--- config.mk ---
export PLATFORM = sky130hd
export DESIGN_NAME = tanimoto_and_cnt
export DESIGN_NICKNAME = d
export VERILOG_FILES = /design/src/rtl/tanimoto_and_cnt.sv
export SDC_FILE = /design/constraint.sdc
export NUM_CORES = 1
export LEC_CHECK = 0
export BUFFER_PORTS_ARGS = -buffer_cell sky130_fd_sc_hd__buf_2
export CORE_MARGIN = 1.5
export CORE_UTILIZATION = 53
export CTS_BUF_LIST = sky130_fd_sc_hd__clkbuf_4 sky130_fd_sc_hd__clkbuf_8 sky130_fd_sc_hd__clkbuf_16
export DETAILED_ROUTE_END_ITERATION = 10
export GPL_ROUTABILITY_DRIVEN = 1
export GPL_TIMING_DRIVEN = 1
export MAX_ROUTING_LAYER = met4
export PLACE_DENSITY_LB_ADDON = 0.05
export SLEW_MARGIN = 15
export SYNTH_ARGS = -nofsm -noshare
export SYNTH_HDL_FRONTEND = slang
export SYNTH_SLANG_ARGS = --single-unit
--- constraint.sdc ---
create_clock -name clk -period 11 [get_ports clk]
set_input_delay 2.2 -clock clk [delete_from_list [all_inputs] [get_ports clk]]
set_output_delay 2.2 -clock clk [all_outputs]
set_load 0.01 [all_outputs]
--- src/rtl/tanimoto_and_cnt.sv ---
// Stores a reference vector from the cnt1 sub-vector stream and, for every compare vector,
// pairs popcount(ref & cmp) with cnt1's per-vector counts for the Tanimoto divider.
module tanimoto_and_cnt #(
  parameter int unsigned BUS_WIDTH     = 128,
  parameter int unsigned SUB_VECTOR_NO = 2,
  parameter int unsigned CNT_WIDTH     = $clog2(BUS_WIDTH * SUB_VECTOR_NO) + 1,
  parameter int unsigned FIFO_DEPTH    = 4
) (
  input  logic                 clk,
  input  logic                 rstn,
  input  logic [BUS_WIDTH-1:0] i_SubVector,
  input  logic                 i_Valid,
  input  logic                 i_LoadRef,
  input  logic [CNT_WIDTH-1:0] i_Cnt,
  input  logic                 i_CntValid,
  output logic [CNT_WIDTH-1:0] o_RefCnt,
  output logic [CNT_WIDTH-1:0] o_CmpCnt,
  output logic [CNT_WIDTH-1:0] o_AndCnt,
  output logic                 o_Valid,
  output logic                 o_RefLoaded,
  output logic                 o_Overflow
);

  localparam int unsigned K_W = (SUB_VECTOR_NO > 1) ? $clog2(SUB_VECTOR_NO) : 1;
  localparam int unsigned P_W = (FIFO_DEPTH > 1) ? $clog2(FIFO_DEPTH) : 1;
  localparam logic [K_W-1:0] K_LAST = K_W'(SUB_VECTOR_NO - 1);
  localparam logic [P_W:0] P_FULL = (P_W + 1)'(FIFO_DEPTH);

  typedef enum logic [1:0] {NO_REF, LOADING, HAVE_REF} state_t;
  typedef enum logic [1:0] {TAG_REF, TAG_CMP, TAG_DROP} tag_t;

  function automatic logic [CNT_WIDTH-1:0] popcnt(input logic [BUS_WIDTH-1:0] v);
    logic [CNT_WIDTH-1:0] s;
    s = '0;
    for (int i = 0; i < BUS_WIDTH; i++) s = s + CNT_WIDTH'(v[i]);
    return s;
  endfunction

  state_t               state_q;
  logic [K_W-1:0]       k_q;
  logic                 type_q;
  tag_t                 vtag_q;
  logic [BUS_WIDTH-1:0] ref_q [SUB_VECTOR_NO];

  logic                 first_c, last_c, is_ref_c;
  tag_t                 tag_c;
  logic [CNT_WIDTH-1:0] and_pc_c;

  // Vector position/type decode; the tag is fixed by the state seen at the first sub-vector.
  always_comb begin
    first_c  = (k_q == '0);
    last_c   = (k_q == K_LAST);
    is_ref_c = first_c ? i_LoadRef : type_q;
    tag_c    = vtag_q;
    if (first_c) begin
      if (i_LoadRef)               tag_c = TAG_REF;
      else if (state_q == HAVE_REF) tag_c = TAG_CMP;
      else                          tag_c = TAG_DROP;
    end
    and_pc_c = popcnt(i_SubVector & ref_q[k_q]);
  end

  // Sub-vector counter, vector type, reference storage and load state machine.
  always_ff @(posedge clk or negedge rstn) begin
    if (!rstn) begin
      state_q     <= NO_REF;
      k_q         <= '0;
      type_q      <= 1'b0;
      vtag_q      <= TAG_REF;
      ref_q       <= '{default: '0};
      o_RefLoaded <= 1'b0;
    end else if (i_Valid) begin
      k_q <= last_c ? '0 : k_q + K_W'(1);
      if (first_c) begin
        type_q <= i_LoadRef;
        vtag_q <= tag_c;
      end
      if (is_ref_c) ref_q[k_q] <= i_SubVector;
      if (is_ref_c && last_c) begin
        state_q     <= HAVE_REF;
        o_RefLoaded <= 1'b1;
      end else if (first_c && i_LoadRef) begin
        state_q <= LOADING;
      end
    end
  end

  logic                 s1_valid, s1_first, s1_last;
  tag_t                 s1_tag;
  logic [CNT_WIDTH-1:0] s1_cnt;
  logic [CNT_WIDTH-1:0] acc_q;
  logic                 fin_valid;
  tag_t                 fin_tag;
  logic [CNT_WIDTH-1:0] fin_cnt;
  logic [CNT_WIDTH-1:0] sum_c;

  assign sum_c = (s1_first ? '0 : acc_q) + s1_cnt;

  // Stage 1 registers the per-sub-vector AND popcount, stage 2 accumulates and finalizes.
  always_ff @(posedge clk or negedge rstn) begin
    if (!rstn) begin
      s1_valid  <= 1'b0;
      s1_first  <= 1'b0;
      s1_last   <= 1'b0;
      s1_tag    <= TAG_REF;
      s1_cnt    <= '0;
      acc_q     <= '0;
      fin_valid <= 1'b0;
      fin_tag   <= TAG_REF;
      fin_cnt   <= '0;
    end else begin
      s1_valid  <= i_Valid;
      fin_valid <= s1_valid && s1_last;
      if (i_Valid) begin
        s1_first <= first_c;
        s1_last  <= last_c;
        s1_tag   <= tag_c;
        s1_cnt   <= and_pc_c;
      end
      if (s1_valid) begin
        acc_q   <= sum_c;
        fin_cnt <= sum_c;
        fin_tag <= s1_tag;
      end
    end
  end

  tag_t                 rq_tag [FIFO_DEPTH];
  logic [CNT_WIDTH-1:0] rq_cnt [FIFO_DEPTH];
  logic [CNT_WIDTH-1:0] cq_cnt [FIFO_DEPTH];
  logic [P_W:0]         rq_wr, rq_rd, cq_wr, cq_rd;
  logic                 rq_full_c, cq_full_c, pop_c, rq_we_c, cq_we_c, ovf_c;

  // A full queue still accepts a push when the same cycle pops it.
  always_comb begin
    rq_full_c = ((rq_wr - rq_rd) == P_FULL);
    cq_full_c = ((cq_wr - cq_rd) == P_FULL);
    pop_c     = (rq_wr != rq_rd) && (cq_wr != cq_rd);
    rq_we_c   = fin_valid && (!rq_full_c || pop_c);
    cq_we_c   = i_CntValid && (!cq_full_c || pop_c);
    ovf_c     = (fin_valid && rq_full_c && !pop_c) || (i_CntValid && cq_full_c && !pop_c);
  end

  // Result/count queues and the paired pop that drives the registered outputs.
  always_ff @(posedge clk or negedge rstn) begin
    if (!rstn) begin
      rq_tag     <= '{default: TAG_REF};
      rq_cnt     <= '{default: '0};
      cq_cnt     <= '{default: '0};
      rq_wr      <= '0;
      rq_rd      <= '0;
      cq_wr      <= '0;
      cq_rd      <= '0;
      o_RefCnt   <= '0;
      o_CmpCnt   <= '0;
      o_AndCnt   <= '0;
      o_Valid    <= 1'b0;
      o_Overflow <= 1'b0;
    end else begin
      o_Valid <= 1'b0;
      if (rq_we_c) begin
        rq_tag[rq_wr[P_W-1:0]] <= fin_tag;
        rq_cnt[rq_wr[P_W-1:0]] <= fin_cnt;
        rq_wr                  <= rq_wr + (P_W + 1)'(1);
      end
      if (cq_we_c) begin
        cq_cnt[cq_wr[P_W-1:0]] <= i_Cnt;
        cq_wr                  <= cq_wr + (P_W + 1)'(1);
      end
      if (ovf_c) o_Overflow <= 1'b1;
      if (pop_c) begin
        rq_rd <= rq_rd + (P_W + 1)'(1);
        cq_rd <= cq_rd + (P_W + 1)'(1);
        case (rq_tag[rq_rd[P_W-1:0]])
          TAG_REF: o_RefCnt <= cq_cnt[cq_rd[P_W-1:0]];
          TAG_CMP: begin
            o_CmpCnt <= cq_cnt[cq_rd[P_W-1:0]];
            o_AndCnt <= rq_cnt[rq_rd[P_W-1:0]];
            o_Valid  <= 1'b1;
          end
          default: ;
        endcase
      end
    end
  end

endmodule
Word-level counts from Yosys, hierarchy flattened. Cells that the tools add are included.

Word-level logic and storage cells: 253. Output and inout bits: 30. Bits in registers: 410. Input bits: 142.

Equal/unequal tests: 6. $lt $le $gt $ge: 8. Add/sub/neg operators: 135. Bitwise gates (word level): 7. Reductions and logical operators: 27. Muxes and demuxes: 34.

Operators by type and width (number): 9-bit by 1-bit adder with 9-bit output (119); 128-bit 2-to-1 mux (4); 256-bit bitwise mux (1); 128-bit bitwise AND (1); 128-bit demux with 1-bit select (1); 36-bit bitwise mux (2); 9-bit 2-to-1 mux (7); 9-bit binary-select mux with 2-bit select (2); 9-bit demux with 2-bit select (2); 2-bit 2-to-1 mux (8); 1-bit logical AND (13); 3-bit by 1-bit adder with 3-bit output, second input constant (4); 3-bit greater-or-equal comparator, second input constant (4); 2-bit NOT with 3-bit output (4); 2-bit AND reduction (6); 8-bit by 1-bit adder with 9-bit output (1); 9-bit adder (1); 7-bit by 1-bit adder with 8-bit output (1); 8-bit bitwise mux (1); 6-bit by 1-bit adder with 7-bit output (1); 5-bit by 1-bit adder with 6-bit output (1); 3-bit equality test, second input constant (2); 3-bit by 1-bit less-than comparator with 1-bit output, second input constant (2); 3-bit != test (2); other kinds (19) (27).

Longest topological paths before layout.
Depth after elaboration: 132. Mapped depth: 29. Mapped depth without buffers: 26.

Worst setup path after synthesis. No wires, ideal clock.

Kind: input port to flip-flop. Start: in i_SubVector[87]. End: reg s1_cnt[7]. Arrival time: 9.142 ns. Data required time: 10.857 ns. Setup time: 0.143 ns. Path buffers: 0. Slack: 1.715 ns. Cell stages on the path: 23. Path through: nor2b_1 > fa_1 > inv_1 > fa_1 > fa_1 > inv_1 > fa_1 > fa_1 > inv_1 > fa_1 > inv_1 > fa_1 > fa_1 > fa_1 > inv_1 > fa_1 > inv_1 > ha_1 > a21o_1 > a311o_1 > a21o_1 > a2111oi_0 > a211oi_1.

Longest elaborated chain between the ends: 42.

RTL lines: from (decl) (line 11) `input logic [BUS_WIDTH-1:0] i_SubVector,`; 128-bit bitwise AND (line 60) `and_pc_c = popcnt(i_SubVector & ref_q[k_q]);`; 9-bit by 1-bit adder with 9-bit output (41 in a row) (line 35) `for (int i = 0; i < BUS_WIDTH; i++) s = s + CNT_WIDTH'(v[i]);`; to (signal assigned) (line 118) `s1_cnt <= and_pc_c;`; to (decl) (line 90) `logic [CNT_WIDTH-1:0] s1_cnt;`.

No other way between the ends. A chain may end at the register's enable or synchronous reset.

Worst setup path in the final report. Ends and elaborated chain as after synthesis.

==> results.py <==
metrics = {
    "die": {
        "die-area_sq_um": 42200,
        "row_count": 73,
        "initial_core_util_pct": 54.1,
        "core_sq_um": 40100,
        "ioPinCount": 172,
        "die_w_microns": 205,
        "die_h_microns": 205,
    },
    "synth": {
        "synthFlopType": "dfrtp_1",
        "ys_ff_latch": 408,
        "synth_top_family_by_area": "multiplexers",
        "synthSimpleGateAreaFrac_pct": 4.80,
        "yosysMostFrequentCell": "dfrtp_1",
        "yosys-top-cells-area": "dfrtp_1, mux2_2, fa_1",
        "avgSynthCellArea_sq_um": 14.1,
        "yosysSeqAreaShare_pct": 47.0,
        "synth_adder_area_share_pct": 13.4,
        "synthesis.nets": 1844,
        "syn_inst": 1539,
        "synthMuxAreaShare_pct": 29.1,
        "syn_area_sq_um": 21700,
        "synth_top_cell_by_area": "dfrtp_1",
        "synth_xor_area_share_pct": 0.882,
        "yosysWarnings": 0,
        "synth_cell_type_count": 48,
        "synth-compound-area-share_pct": 1.38,
        "synth_top_area_share_pct": 47.0,
        "synth_commonest_cells": "dfrtp_1, mux2_2, fa_1",
        "ys_async_sr_fraction_pct": 100,
        "synth_edf_count": 0,
    },
    "sta": {
        "drv_slew": 0,
        "layout_setup_ws_ns": 1.84,
        "fmax_mhz": 109,
        "finalCritPeriodShare_pct": 83.2,
        "period_minus_slack_ns": 9.16,
        "skew_ns": 0.0116,
        "slew_headroom_pct": 33.0,
        "setup_viol": 0,
        "rsz0062_at_grt": "no",
        "timing.setup.tns_ns": 0,
        "report.final.hold_viol_count": 0,
        "tightest_slew_ns": 1.00,
        "timing.hold.ws_ns": 0.472,
    },
    "worst_setup_path": {
        "cp.arrival_ns": 9.57,
        "crit_type": "in -> reg",
        "cp_cell_sequence": "buf_2 -> nor2b_1 -> fa_1 -> inv_1 -> fa_1 -> fa_1 -> inv_1 -> fa_1 -> fa_1 -> inv_1 -> fa_1 -> inv_1 -> fa_1 -> fa_1 -> fa_1 -> inv_1 -> fa_1 -> inv_1 -> ha_1 -> a21o_1 -> a311o_1 -> a21o_1 -> a2111oi_0 -> a211oi_1",
        "crit_fanout": 3,
        "cp_slowest_cell": "fa_1",
        "cp-start-kind": "input pin",
        "path_common_cell": "fa_1",
        "end_kind": "register",
        "reg2reg_depth": 25,
        "worst_ep_required_time_ns": 11.42,
        "max_stage_delay_ns": 0.59,
    },
    "route": {
        "vias_per_cell": 5.27,
        "drtIter0Drc": 646,
        "routedWlPerCell_microns": 18.8,
        "ant_nets": 0,
        "drt_wl_total_microns": 42800,
        "route.detailed.drc": 0,
        "dr.pass1.iters": 4,
        "num_vias": 12000,
    },
    "global_routing": {
        "antenna_found_initial": 7,
        "globalRouteTotalUtil_pct": 22.1,
        "grt_overflow": 0,
        "grt_pass1_vias": 13100,
        "grt_max_degree": 162,
        "grt_pass1_wl_microns": 70400,
    },
    "layout": {
        "final_nets": 2012,
        "layout-drive-gt1-share_pct": 43.2,
        "fin_area_sq_um": 24600,
        "multi_input_area_sq_um": 10800,
        "n_fill_cell": 3182,
        "syn_to_final_growth_pct": 13.4,
        "seq_area_sq_um": 10200,
    },
    "placed_design": {
        "place.gp.congestion": 0.807,
        "place_ws_ns": 1.24,
        "hpwl_microns": 29800,
        "numPortBuffers": 171,
        "placed_cell_area_sq_um": 23000,
    },
    "cts": {
        "htree_levels": 2,
        "cts_tree": "yes",
        "clock_latency_ns": 0.57,
        "cts_resized": 0,
        "cts_buffers": 46,
        "cts_root_buf": "clkbuf_16",
        "cts_setup_buffers": 0,
        "cts_hold_buf": 0,
        "cts_sinks": 408,
        "clk_path_buf_depth": 3,
        "path_clk_slew_ns": 0.05,
    },
    "worst_hold_path": {
        "hold_class": "reg -> reg",
        "hold_depth": 1,
    },
    "run_status": {
        "status": "finished, final reports clean",
    },
    "flow_run": {
        "maxCapViolCount": 0,
    },
}
==> through the flow <==
stage,std cells,utilization [%]
2_1_floorplan,1539,-
3_3_place_gp,2184,57.4
3_5_place_dp,2184,57.4
4_1_cts,2265,61.3
5_1_grt,2272,61.4
6_report,2273,61.4
==> logic make-up (layout without fill, tap and decap cells) <==
| group | count (synthesis) | count (layout) |
|---|---|---|
| DFF | 408 | 408 |
| AOI/OAI and AO/OA | 46 | 46 |
| and+or+nand+nor | 201 | 201 |
| buffers and inverters | 171 | 372 |
| muxes | 529 | 529 |
| xor gates and xnor gates | 21 | 21 |
| other | 0 | 8 |
| adders and majority gates | 163 | 163 |
==> critical path, delay by kind of cell <==
kind / cells / cell delay (ns)
adder cells (fa/ha/maj): 11 / 5.50
buffers and inverters: 7 / 0.48
AO/OA/AOI/OAI: 5 / 1.23
AND/OR/NAND/NOR: 1 / 0.14
==> final timing paths <==
path / from / end / slack [ns]
max: i_SubVector[87] / s1_cnt[7]$_DFFE_PN0P_ / 1.84
min: o_RefLoaded$_DFFE_PN0P_ / o_RefLoaded$_DFFE_PN0P_ / 0.47
max reg2reg: k_q$_DFFE_PN0P_ / s1_cnt[7]$_DFFE_PN0P_ / 2.27
min reg2reg: o_RefLoaded$_DFFE_PN0P_ / o_RefLoaded$_DFFE_PN0P_ / 0.47
max in group asynchronous: rstn / rq_tag[5]$_DFFE_PN0P_ / 7.01
min in group asynchronous: rstn / o_AndCnt[2]$_DFFE_PN0P_ / 1.65
==> sequential cells by signal, summed over array words and instances (netlist names), 8 cells and up <==
register and count:
cq_cnt 36, ref_q 256, o_CmpCnt 9, fin_cnt 9, o_RefCnt 9, o_AndCnt 9
rq_tag 8, rq_cnt 36, s1_cnt 8
==> area by class of cell <==
| cell class | instances | share of cell area [%] |
|---|---|---|
| Timing Repair Buffer | 182 | 3.95 |
| Clock buffer | 76 | 6.06 |
| Tap cell | 525 | 2.67 |
| Antenna cell | 8 | 0.0813 |
| Inverter | 109 | 1.66 |
| Sequential cell | 408 | 41.5 |
| Clock inverter | 5 | 0.305 |
| Multi-Input combinational cell | 960 | 43.8 |
==> cell usage in the layout (no fill, tap or decap), types with 10 or more instances in the layout <==
master / instances
dfrtp_1: 407
mux2_2: 399
buf_2: 170
fa_1: 116
inv_1: 109
nand2_1: 94
nor2b_1: 61
mux2i_1: 55
mux2_4: 55
clkbuf_16: 49
ha_1: 47
mux4_2: 20
clkbuf_4: 17
nor2_1: 15
a21oi_1: 15
xnor2_1: 15
o21ai_0: 10
clkbuf_8: 10
==> metal layers <==
layer,GRT usage (%),up-vias,share of wire [%],wire [microns]
li1,-,5604,-,-
met4,6.13,0,2.0,858
met5,-,-,0,0
met1,27.7,6162,43,18600
met2,36.9,150,51,21800
met3,4.01,66,3.7,1560
Power is left out: the tool's default activity adds up to more than one toggle a clock period on the data nets, which glitch-free logic cannot reach.
